===== src/rtl/tetris_input_pkg.sv =====
// Shared timing constants and repeat-FSM encoding for the push-button input path.
// Real-time defaults assume a 50 MHz clock; the SIM_* values shrink them for simulation.
package tetris_input_pkg;

    localparam int unsigned CLK_HZ              = 50_000_000;
    localparam int unsigned DEF_SYNC_STAGES     = 2;
    localparam int unsigned DEF_DEBOUNCE_CYCLES = 1_000_000;   // 20 ms
    localparam int unsigned DEF_DAS_CYCLES      = 8_500_000;   // 170 ms
    localparam int unsigned DEF_ARR_CYCLES      = 2_500_000;   // 50 ms

    localparam int unsigned SIM_DEBOUNCE_CYCLES = 4;
    localparam int unsigned SIM_DAS_CYCLES      = 10;
    localparam int unsigned SIM_ARR_CYCLES      = 3;

    localparam int unsigned NUM_BTN   = 3;
    localparam int unsigned NUM_RPT   = 2;
    localparam int unsigned BTN_LEFT  = 0;
    localparam int unsigned BTN_RIGHT = 1;
    localparam int unsigned BTN_ROT   = 2;

    typedef enum logic [1:0] {
        RPT_IDLE = 2'd0,
        RPT_DAS  = 2'd1,
        RPT_ARR  = 2'd2
    } rpt_state_e;

    function automatic int unsigned max_u(input int unsigned a, input int unsigned b);
        return (a > b) ? a : b;
    endfunction

endpackage


===== src/rtl/debounce_channel.sv =====
// One button path: synchronizer for an asynchronous active-low key, a debouncer that
// accepts a level only after it has been stable long enough, and a press-edge detector.
module debounce_channel
    import tetris_input_pkg::*;
#(
    parameter int unsigned SYNC_STAGES     = DEF_SYNC_STAGES,
    parameter int unsigned DEBOUNCE_CYCLES = DEF_DEBOUNCE_CYCLES
) (
    input  logic clk,
    input  logic srst,
    input  logic key_n_i,
    output logic level_o,
    output logic press_evt_o
);

    localparam int unsigned CNT_W = $clog2(DEBOUNCE_CYCLES + 1);
    localparam logic [CNT_W-1:0] CNT_LAST = CNT_W'(DEBOUNCE_CYCLES - 1);

    logic [SYNC_STAGES-1:0] sync_q;
    logic                   synced_pressed;
    logic                   level_q;
    logic                   level_d;
    logic                   level_prev_q;
    logic [CNT_W-1:0]       cnt_q;
    logic [CNT_W-1:0]       cnt_d;

    // Raw key is active-low, so the chain idles at all-ones ("released").
    always_ff @(posedge clk) begin
        if (srst) begin
            sync_q <= '1;
        end else begin
            sync_q <= {sync_q[SYNC_STAGES-2:0], key_n_i};
        end
    end

    assign synced_pressed = ~sync_q[SYNC_STAGES-1];

    always_comb begin
        level_d = level_q;
        cnt_d   = '0;
        if (synced_pressed != level_q) begin
            if (cnt_q == CNT_LAST) begin
                level_d = synced_pressed;
            end else begin
                cnt_d = cnt_q + 1'b1;
            end
        end
    end

    always_ff @(posedge clk) begin
        if (srst) begin
            level_q      <= 1'b0;
            level_prev_q <= 1'b0;
            cnt_q        <= '0;
        end else begin
            level_q      <= level_d;
            level_prev_q <= level_q;
            cnt_q        <= cnt_d;
        end
    end

    assign level_o     = level_q;
    assign press_evt_o = level_q & ~level_prev_q;

endmodule


===== src/rtl/input_conditioner.sv =====
// Turns the left/right/rotate push-buttons into clean one-cycle move pulses for the
// game logic, with delayed auto-shift repeat on left/right and a left+right conflict mask.
module input_conditioner
    import tetris_input_pkg::*;
#(
    parameter int unsigned SYNC_STAGES     = DEF_SYNC_STAGES,
    parameter int unsigned DEBOUNCE_CYCLES = DEF_DEBOUNCE_CYCLES,
    parameter int unsigned DAS_CYCLES      = DEF_DAS_CYCLES,
    parameter int unsigned ARR_CYCLES      = DEF_ARR_CYCLES
) (
    input  logic       CLOCK_50,
    input  logic       reset,
    input  logic       key_left_n,
    input  logic       key_right_n,
    input  logic       key_rot_n,
    output logic       left_final,
    output logic       right_final,
    output logic       rot_final,
    output logic [2:0] btn_held
);

    localparam int unsigned TMR_W = $clog2(max_u(DAS_CYCLES, ARR_CYCLES) + 1);
    localparam logic [TMR_W-1:0] DAS_LOAD = TMR_W'(DAS_CYCLES);
    localparam logic [TMR_W-1:0] ARR_LOAD = TMR_W'(ARR_CYCLES);
    localparam logic [TMR_W-1:0] TMR_ONE  = TMR_W'(1);

    logic [NUM_BTN-1:0] keys_n;
    logic [NUM_BTN-1:0] level;
    logic [NUM_BTN-1:0] press_evt;
    logic [NUM_RPT-1:0] rpt_pulse;
    logic               both_held;
    logic               left_final_q;
    logic               right_final_q;
    logic               rot_final_q;

    assign keys_n = {key_rot_n, key_right_n, key_left_n};

    genvar gi;
    generate
        for (gi = 0; gi < NUM_BTN; gi++) begin : g_chan
            debounce_channel #(
                .SYNC_STAGES    (SYNC_STAGES),
                .DEBOUNCE_CYCLES(DEBOUNCE_CYCLES)
            ) u_chan (
                .clk        (CLOCK_50),
                .srst       (reset),
                .key_n_i    (keys_n[gi]),
                .level_o    (level[gi]),
                .press_evt_o(press_evt[gi])
            );
        end

        for (gi = 0; gi < NUM_RPT; gi++) begin : g_rpt
            rpt_state_e       state_q;
            rpt_state_e       state_d;
            logic [TMR_W-1:0] timer_q;
            logic [TMR_W-1:0] timer_d;
            logic             pulse_d;

            always_ff @(posedge CLOCK_50) begin
                if (reset) begin
                    state_q <= RPT_IDLE;
                    timer_q <= '0;
                end else begin
                    state_q <= state_d;
                    timer_q <= timer_d;
                end
            end

            // A release seen in DAS/ARR suppresses any pulse due on the same cycle.
            always_comb begin
                state_d = state_q;
                timer_d = timer_q;
                pulse_d = 1'b0;
                case (state_q)
                    RPT_IDLE: begin
                        if (press_evt[gi]) begin
                            pulse_d = 1'b1;
                            timer_d = DAS_LOAD;
                            state_d = RPT_DAS;
                        end
                    end
                    RPT_DAS: begin
                        if (!level[gi]) begin
                            timer_d = '0;
                            state_d = RPT_IDLE;
                        end else if (timer_q == TMR_ONE) begin
                            pulse_d = 1'b1;
                            timer_d = ARR_LOAD;
                            state_d = RPT_ARR;
                        end else begin
                            timer_d = timer_q - 1'b1;
                        end
                    end
                    RPT_ARR: begin
                        if (!level[gi]) begin
                            timer_d = '0;
                            state_d = RPT_IDLE;
                        end else if (timer_q == TMR_ONE) begin
                            pulse_d = 1'b1;
                            timer_d = ARR_LOAD;
                        end else begin
                            timer_d = timer_q - 1'b1;
                        end
                    end
                    default: begin
                        timer_d = '0;
                        state_d = RPT_IDLE;
                    end
                endcase
            end

            assign rpt_pulse[gi] = pulse_d;
        end
    endgenerate

    // Both directions held: mute the move pulses but let the FSMs keep their cadence.
    assign both_held = level[BTN_LEFT] & level[BTN_RIGHT];

    always_ff @(posedge CLOCK_50) begin
        if (reset) begin
            left_final_q  <= 1'b0;
            right_final_q <= 1'b0;
            rot_final_q   <= 1'b0;
        end else begin
            left_final_q  <= rpt_pulse[BTN_LEFT] & ~both_held;
            right_final_q <= rpt_pulse[BTN_RIGHT] & ~both_held;
            rot_final_q   <= press_evt[BTN_ROT];
        end
    end

    assign left_final  = left_final_q;
    assign right_final = right_final_q;
    assign rot_final   = rot_final_q;
    assign btn_held    = level;

endmodule


===== config.mk =====
export PLATFORM = sky130hd
export DESIGN_NAME = input_conditioner
export DESIGN_NICKNAME = d
export VERILOG_FILES = /design/src/rtl/tetris_input_pkg.sv /design/src/rtl/debounce_channel.sv /design/src/rtl/input_conditioner.sv
export SDC_FILE = /design/constraint.sdc
export NUM_CORES = 1
export LEC_CHECK = 0
export ABC_AREA = 1
export ABC_CLOCK_PERIOD_IN_PS = 1800
export BUFFER_PORTS_ARGS = -buffer_cell sky130_fd_sc_hd__buf_4
export CAP_MARGIN = 20
export CORE_ASPECT_RATIO = 0.5
export CORE_MARGIN = 3
export CORE_UTILIZATION = 45
export CTS_BUF_LIST = sky130_fd_sc_hd__clkbuf_8
export DETAILED_ROUTE_END_ITERATION = 6
export GPL_TIMING_DRIVEN = 0
export RECOVER_POWER = 25
export SYNTH_ARGS = -nofsm -noshare
export SYNTH_HDL_FRONTEND = slang
export SYNTH_SLANG_ARGS = --single-unit

===== constraint.sdc =====
create_clock -name CLOCK_50 -period 1.8 [get_ports CLOCK_50]
set_input_delay 0.09 -clock CLOCK_50 [delete_from_list [all_inputs] [get_ports CLOCK_50]]
set_output_delay 0.09 -clock CLOCK_50 [all_outputs]
set_load 0.03 [all_outputs]

Word level (Yosys, flattened, before mapping)
Cells that the tools add are included.
- bits in registers: 127
- input port bits: 5
- output and inout port bits: 6
- word-level logic and storage cells: 96
- $add $sub $neg: 5
- equality and inequality tests: 18
- mux-type cells: 26
- bitwise gates (word level): 16
- reductions and logical operators: 12
- operators by type and width (kind ; number):
    two-way mux 24 bit ; 6
    case mux 24 bit (2 select lines) ; 2
    adder 20 x 1 -> 20 bit, second input constant ; 3
    == test 20 bit, second input constant ; 3
    == test 24 x 1 -> 1 bit, second input constant ; 2
    subtractor 24 x 1 -> 24 bit, second input constant ; 2
    two-way mux 2 bit ; 8
    case mux 2 bit (3 select lines) ; 2
    NOT 1 bit ; 10
    OR reduction 3 bit ; 3
    bitwise AND 1 bit ; 6
    two-way mux 1 bit ; 6
    inequality test 3 bit, second input constant ; 2
    AND reduction 2 bit ; 3
    AND reduction 3 bit ; 2
    == test 2 x 1 -> 1 bit, second input constant ; 2
    == test 2 bit, second input constant ; 2
    logical NOT 2 bit ; 2
    inequality test 2 x 1 -> 1 bit, second input constant ; 2
    inequality test 2 bit, second input constant ; 2
    case mux 1 bit (2 select lines) ; 2
    OR reduction 2 bit ; 2
    inequality test 1 bit ; 3

Depth between registers and ports, before layout
Gate-level depths: netlist of run 1.
- depth in word-level cells: 5
- depth in mapped cells: 12
- gate-level depth less buffers: 12

By module
Synthesis of run 1 repeated with hierarchy kept, for this count alone.
- cells, all modules: 1076
- area, all modules: 7273.2 um^2
- by module, submodules not included (module ; instances ; cells an instance ; area an instance (um^2) ; seq. area each (um^2)):
    input_conditioner ; 1 ; 573 ; 3739.8 ; 1101.1
    debounce_channel at g_chan[0].u_chan ... ; 2 ; 164 ; 1149.9 ; 480.5
    debounce_channel at g_chan[2].u_chan ; 1 ; 175 ; 1233.7 ; 480.5

Worst setup path before layout of run 1
OpenSTA, ideal clock, no wires.
- path type: register to register
- from: register g_chan[0].u_chan.cnt_q[0]
- to: register g_chan[0].u_chan.cnt_q[16]
- setup time: 0.117 ns
- arrival time: 1.376 ns
- slack: 0.307 ns
- cell stages (with the launch flop): 10
- path buffers: 1
- cell sequence: dfxtp_1 ha_1 nand3_2 nor2_4 nand2_1 inv_2 nand2_1 o211ai_1 buf_2 nor2_1
- longest elaborated chain between the ends: 2
- elaborated cells on any way between the ends: 3
- those cells by class: add/sub: 1; eq/ne: 1; reduce/logical: 1
- ends and longest elaborated chain (element ; line ; text):
    from (decl) ; debounce_channel.sv:24 ; logic [CNT_W-1:0] cnt_q;
    from (signal assigned) ; debounce_channel.sv:58 ; cnt_q <= cnt_d;
    branches (longest 2 deep; another with adder 20 x 1 -> 20 bit) ; -- ;
Several ways; the timed one is not identified.
A chain may end at the register's enable or synchronous reset.

Worst setup path after layout of run 1
- from: register g_rpt[1].state_q[0]
- to: register g_rpt[1].timer_q[15]
- longest elaborated chain between the ends: 3
- elaborated cells on any way between the ends: 6
- those cells by class: eq/ne: 3; mux: 1; reduce/logical: 2
- ends and longest elaborated chain (element ; line ; text):
    from (decl) ; input_conditioner.sv:54 ; rpt_state_e state_q;
    from (signal assigned) ; input_conditioner.sv:65 ; state_q <= state_d;
    == test 2 bit or == test 2 x 1 -> 1 bit (tied branches) ; input_conditioner.sv:75 ; case (state_q)
    OR reduction 2 bit (no source line) ; -- ;
    case mux 24 bit (2 select lines) ; input_conditioner.sv:75 ;
    to (signal assigned) ; input_conditioner.sv:66 ; timer_q <= timer_d;
    to (decl) ; input_conditioner.sv:56 ; logic [TMR_W-1:0] timer_q;
Several ways; a longest one is shown, not always the timed one.

==> results of run 1 <==
sequential cells by signal (all words and copies together) (netlist names):
| register | flops |
|---|---|
| g_chan.u_chan.cnt_q | 60 |
| g_chan.u_chan.level_o | 3 |
| g_chan.u_chan.level_prev_q | 3 |
| g_chan.u_chan.sync_q | 6 |
| g_rpt.state_q | 4 |
| g_rpt.timer_q | 48 |
| left_final | 1 |
| right_final | 1 |
| rot_final | 1 |
synthesized netlist by cell type (all sizes together):
master,n,area (um^2)
nor4b,1,8.76
o21ai,34,170
dfxtp,127,2540
inv,125,469
o211ai,1,7.51
nor3b,3,22.5
a21oi,66,338
clkinv,2,7.51
nor4,7,65.1
o31ai,1,7.51
nand4,26,163
nand3b,2,15.0
ha,15,188
xor2,28,245
o21bai,1,7.51
buf,14,85.1
and3,6,37.5
nand3,68,383
nand2,222,858
a31oi,5,31.3
or2,17,106
nor2,181,764
xnor2,9,78.8
and2,1,6.26
nor3,40,225
o22ai,2,12.5
clkbuf,5,18.8
cell type report:
class	instances	area, um^2
clock inverter	13	189
inverter	127	479
tap	198	248
buffer	19	118
multi-input combinational	736	3800
sequential	127	2550
timing repair buffer	18	146
clock buffer	19	262
fill	1454	6910
cells by family (layout without fill, tap and decap cells):
logic type | count (synthesis) | in the layout | share of synthesized area (%)
simple gates | 574 | 574 | 38.7
buf+inv | 146 | 196 | 8.46
flops | 127 | 127 | 37.0
compound gates | 110 | 110 | 8.37
xor+xnor | 37 | 37 | 4.72
fa+ha+maj | 15 | 15 | 2.73
power groups by stage:
stage / Clock, uW / Sequential [uW] / Combinational, uW
6_report: 2810 / 2870 / 580
5_1_grt: 2990 / 2870 / 654
4_1_cts: 2870 / 2860 / 569
3_5_place_dp: 0 / 2930 / 559
3_3_place_gp: 0 / 2930 / 550
2_1_floorplan: 0 / 2920 / 441
metal layers:
layer	wire length (um)	vias up	share of wire [%]	GRT usage [%]
met2	7210	136	44	32.2
met4	225	0	1.4	5.81
met5	0	-	0	0
met3	876	23	5.4	4.00
met1	8040	2824	49	26.1
li1	-	3322	-	-
per-stage QoR:
stage	setup WS (ps)	util, %
final	79.3	53.0
after global routing	-9.76	53.0
after floorplan	307	-
after detailed placement	-101	48.8
after CTS	-11.7	52.2
after global placement	-49.8	48.8
repair_timing:
action	in CTS	in global routing
buffers inserted	0	5
endpoints found under the hold margin	3	0
resized for setup	3	26
hold buffers	3	0
pin swaps	0	2
cloned	0	1
setup endpoints to repair	10	69
worst max path at each step:
| stage | endpoint | cells past startpoint |
|---|---|---|
| floorplan | g_chan[0].u_chan.cnt_q[16] | 9 |
| global placement | g_rpt[0].timer_q[6] | 9 |
| detailed placement | g_rpt[0].timer_q[6] | 9 |
| CTS | g_rpt[0].timer_q[19] | 9 |
| global route | g_rpt[1].timer_q[22] | 11 |
| finish | g_rpt[1].timer_q[15] | 7 |
==> run_results.csv, run 1 <==
group,metric,value,unit
drt,wirelength,16300,um
power_and_ir_drop,seqPwrFrac,45.8,%
clock_tree,cts.sinks,127,
placement,dp_cells,1216,
critical_path,path_class,"reg -> reg",
timing,finClkSkew,13.3,ps
timing,hold_slack,139,ps
drt,antenna_left,0,
logic_synthesis,syn_area_per_cell,6.80,um^2
clock_tree,clockBufferDepth,2,
clock_tree,clkTransAtPathRegs,90,ps
timing,tightest_slew,743,ps
logic_synthesis,syn_inst,1009,
critical_path,worstReg2RegEnd,"g_rpt[1].timer_q[15]",
critical_path,cp-startpoint,"g_rpt[1].state_q[0]",
layout,antennaDiodeCount,0,
global_routing,grt_pass1_vias,5832,
power_and_ir_drop,ir_drop,394,uV
placement,dp_hpwl,11700,um
placement,numPortBuffers,9,
layout,layout.cells.most_common,"nand2_1",
timing,setup_violations,0,
power_and_ir_drop,p_per_area,803,nW/um^2
min_path,hp-start,"reset",
power_and_ir_drop,sw_frac_of_total,26.1,%
timing,finalSetupTns,0,ps
min_path,hold_depth,2,
clock_tree,cts_root_buf,"clkbuf_8",
power_and_ir_drop,intPower,4620,uW
critical_path,worst_path_max_delay_cell,"clkbuf_1",
min_path,hold_end,"g_chan[0].u_chan.sync_q[1]",
layout,drive_gt1_share,14.0,%
critical_path,worstPathCellList,"inv_1, ha_1, nand2_2, clkbuf_1, o21ai_0, a21oi_1, nor2_1",
critical_path,start_kind,"flop",
global_routing,grt_overflow,0,
logic_synthesis,seq_area_frac_synth,37.0,%
timing,final.period_utilization,95.6,%
floorplan,die_w,181,um
power_and_ir_drop,combPwrFrac,9.3,%
clock_tree,cts_buffers,17,
power_and_ir_drop,p_leak,0.00308,uW
timing,final_max_slew_viol_count,0,
run_status,status,"completed",
drt,vias,6305,
logic_synthesis,ys_seq_elements,127,
floorplan,num_io_pins,11,
critical_path,crit_buf_inv,2,
logic_synthesis,netlist_area,6860,um^2
floorplan,die_area,16900,um^2
floorplan,dieHeight,93.3,um
critical_path,slowest_delay,370,ps
clock_tree,cts_tree,"done",
logic_synthesis,syn_nets,1029,
critical_path,r2r_cells,7,
critical_path,crit_fanout,10,
timing,hold_viol,0,
timing,fin_crit,1720,ps
critical_path,crit_arrival,2040,ps
placement,globalplace.congestion,0.910,
global_routing,grt_pass1_wl,27100,um
layout,fin_cells,1257,
drt,drc,0,
critical_path,end_kind,"flop",
clock_tree,cts_max_level,4,
critical_path,timing.rr.start,"g_rpt[1].state_q[0]",
logic_synthesis,yosys_warnings,0,
critical_path,rrSetupSlack,80,ps
layout,finalInstanceArea,7790,um^2
drt,drt-initial-drc-count,526,
power_and_ir_drop,switching_power,1630,uW
drt,avgViaCountPerCell,5.02,
floorplan,initial_core_util,46.7,%
drt,firstDrtPassIters,5,
layout,area_growth,13.4,%
critical_path,required,2120,ps
critical_path,cp_top_family,"buffers and inverters",
timing,timing.fmax,581,MHz
power_and_ir_drop,finalPower,6250,uW
logic_synthesis,ys_types,44,
min_path,holdCritPathClass,"in -> reg",
drt,wl_per_cell,13.0,um
flow_run,maxCapViolations,0,
timing,rsz0062_at_grt,"true",
global_routing,grt_max_degree,17,
global_routing,grt.total_usage,19.6,%
timing,relSlewSlack,50.5,%
placement,placed_cell_area,7180,um^2
global_routing,antenna_found_initial,0,
power_and_ir_drop,p_clk_share,44.9,%
clock_tree,clk_latency,440,ps
floorplan,rows,31,
layout,final_cell_mix,"210 x nand2_1, 156 x nor2_1, 124 x dfxtp_1",
layout,nets,1066,
floorplan,core,14700,um^2
Note: power is estimated with default switching activity, not from simulation.
==> inputs of run 2 (changes only) <==
- REMOVE_ABC_BUFFERS: not set -> 1
==> run_results.csv, run 2 (synthesis gave the netlist of run 1 again) <==
group,metric,value,unit
critical_path,r2r_cells,10,
placement,dp_cells,1201,
power_and_ir_drop,p_per_area,785,nW/um^2
layout,drive_gt1_share,13.3,%
global_routing,grt_overflow,0,
min_path,holdCritPathClass,"in -> reg",
layout,num-fill-cells,1462,
critical_path,end_kind,"flop",
drt,wl_per_cell,12.5,um
floorplan,rows,31,
global_routing,grt_pass1_wl,26200,um
clock_tree,clockBufferDepth,2,
timing,relSlewSlack,57.6,%
clock_tree,cts.sinks,127,
drt,drc,0,
critical_path,start_kind,"flop",
timing,timing.fmax,593,MHz
clock_tree,cts_tree,"done",
clock_tree,clk_latency,440,ps
placement,globalplace.congestion,0.874,
timing,setup_ws,112,ps
timing,finalSetupTns,0,ps
critical_path,required,2170,ps
drt,vias,6261,
clock_tree,clkTransAtPathRegs,80,ps
timing,setup_violations,0,
critical_path,rrSetupSlack,110,ps
layout,final_cell_mix,"211 x nand2_1, 157 x nor2_1, 120 x dfxtp_1",
floorplan,num_io_pins,11,
drt,antenna_left,0,
placement,placed_cell_area,7110,um^2
layout,fin_cells,1247,
layout,area_growth,12.8,%
timing,fin_crit,1690,ps
flow_run,maxCapViolations,0,
run_status,status,"completed",
timing,finClkSkew,10.5,ps
critical_path,crit_arrival,2050,ps
power_and_ir_drop,p_leak,0.00301,uW
layout,nets,1056,
floorplan,die_area,16900,um^2
placement,dp_hpwl,10900,um
drt,firstDrtPassIters,5,
floorplan,die_w,181,um
clock_tree,cts_buffers,17,
global_routing,grt_max_degree,47,
layout,reg_top3,"g_chan.u_chan.cnt_q (60), g_rpt.timer_q (48), g_chan.u_chan.sync_q (6)",
layout,layout.cells.most_common,"nand2_1",
clock_tree,cts_root_buf,"clkbuf_8",
global_routing,grt.total_usage,18.7,%
timing,final.period_utilization,93.8,%
layout,registers.top_by_ff_count,"g_chan.u_chan.cnt_q",
power_and_ir_drop,intPower,4420,uW
critical_path,crit_fanout,11,
min_path,hold_depth,2,
placement,pre_cts_ws,-247,ps
global_routing,antenna_found_initial,0,
drt,avgViaCountPerCell,5.02,
floorplan,dieHeight,93.3,um
layout,antennaDiodeCount,0,
floorplan,core,14700,um^2
timing,final_max_slew_viol_count,0,
timing,rsz0062_at_grt,"true",
critical_path,path_class,"reg -> reg",
placement,numPortBuffers,10,
power_and_ir_drop,seqPwrFrac,47.1,%
layout,utilization,52.7,%
global_routing,grt_pass1_vias,5761,
clock_tree,cts_max_level,4,
power_and_ir_drop,p_clk_share,43.5,%
power_and_ir_drop,ir_drop,429,uV
timing,tightest_slew,636,ps
timing,hold_viol,0,
power_and_ir_drop,combPwrFrac,9.4,%
power_and_ir_drop,sw_frac_of_total,27.2,%
power_and_ir_drop,switching_power,1660,uW
layout,finalInstanceArea,7740,um^2
drt,wirelength,15500,um
drt,drt-initial-drc-count,321,
layout,largest_reg_flops,60,
floorplan,initial_core_util,46.7,%
==> run 2: per-layer routing <==
| layer | GRT usage [%] | vias up | routed length, um |
|---|---|---|---|
| met1 | 24.9 | 2868 | 7880 |
| li1 | - | 3304 | - |
| met3 | 4.58 | 14 | 525 |
| met4 | 4.40 | 0 | 148 |
| met2 | 31.0 | 75 | 6990 |
| met5 | 0 | - | 0 |
==> run 2: final cells by class <==
cell class / instances / area (um^2) / share of cell area (%)
clock buffers: 17 / 234 / 3.02
clock inverters: 15 / 188 / 2.42
inverters: 127 / 484 / 6.26
multi-input cells: 738 / 3850 / 49.7
flip-flops and latches: 127 / 2550 / 33.0
well taps: 198 / 248 / 3.20
repair buffers: 25 / 185 / 2.39
==> run 2: stage by stage <==
stage	hold WS, ps	total power [uW]
global placement	277	3460
floorplan	152	3340
finish	111	6080
detailed placement	279	3470
CTS	104	6150
global route	118	6380
==> run 2: critical path, cell delays in order (launching register included) <==
cell     delay, ps
dfxtp_2        350
inv_1           80
ha_1           220
inv_2          120
a21oi_4         60
buf_6          170
nor2_4         180
nand3_4        130
inv_4          120
nand3_1         80
a21oi_1        120
==> run 2: final timing paths <==
path,from,to
worst max-delay path,g_rpt[0].state_q[0],g_rpt[0].timer_q[19]
worst min-delay path,reset,g_rpt[0].timer_q[12]
worst max register to register,g_rpt[0].state_q[0],g_rpt[0].timer_q[19]
worst min register to register,g_chan[2].u_chan.level_prev_q,rot_final
==> run 2: power by group through the flow <==
stage | combinational (uW) | clock, uW | sequential (uW)
6_report | 572 | 2640 | 2860
5_1_grt | 653 | 2860 | 2870
4_1_cts | 561 | 2730 | 2860
3_5_place_dp | 539 | 0 | 2930
3_3_place_gp | 527 | 0 | 2930
2_1_floorplan | 421 | 0 | 2920
==> run 2: repair_timing <==
action,in CTS,in global routing
pin swaps,2,5
hold buffers,3,0
gates cloned,0,2
hold endpoints to repair,3,0
gates resized for setup,11,22
buffers inserted,5,4
setup endpoints to repair,72,74
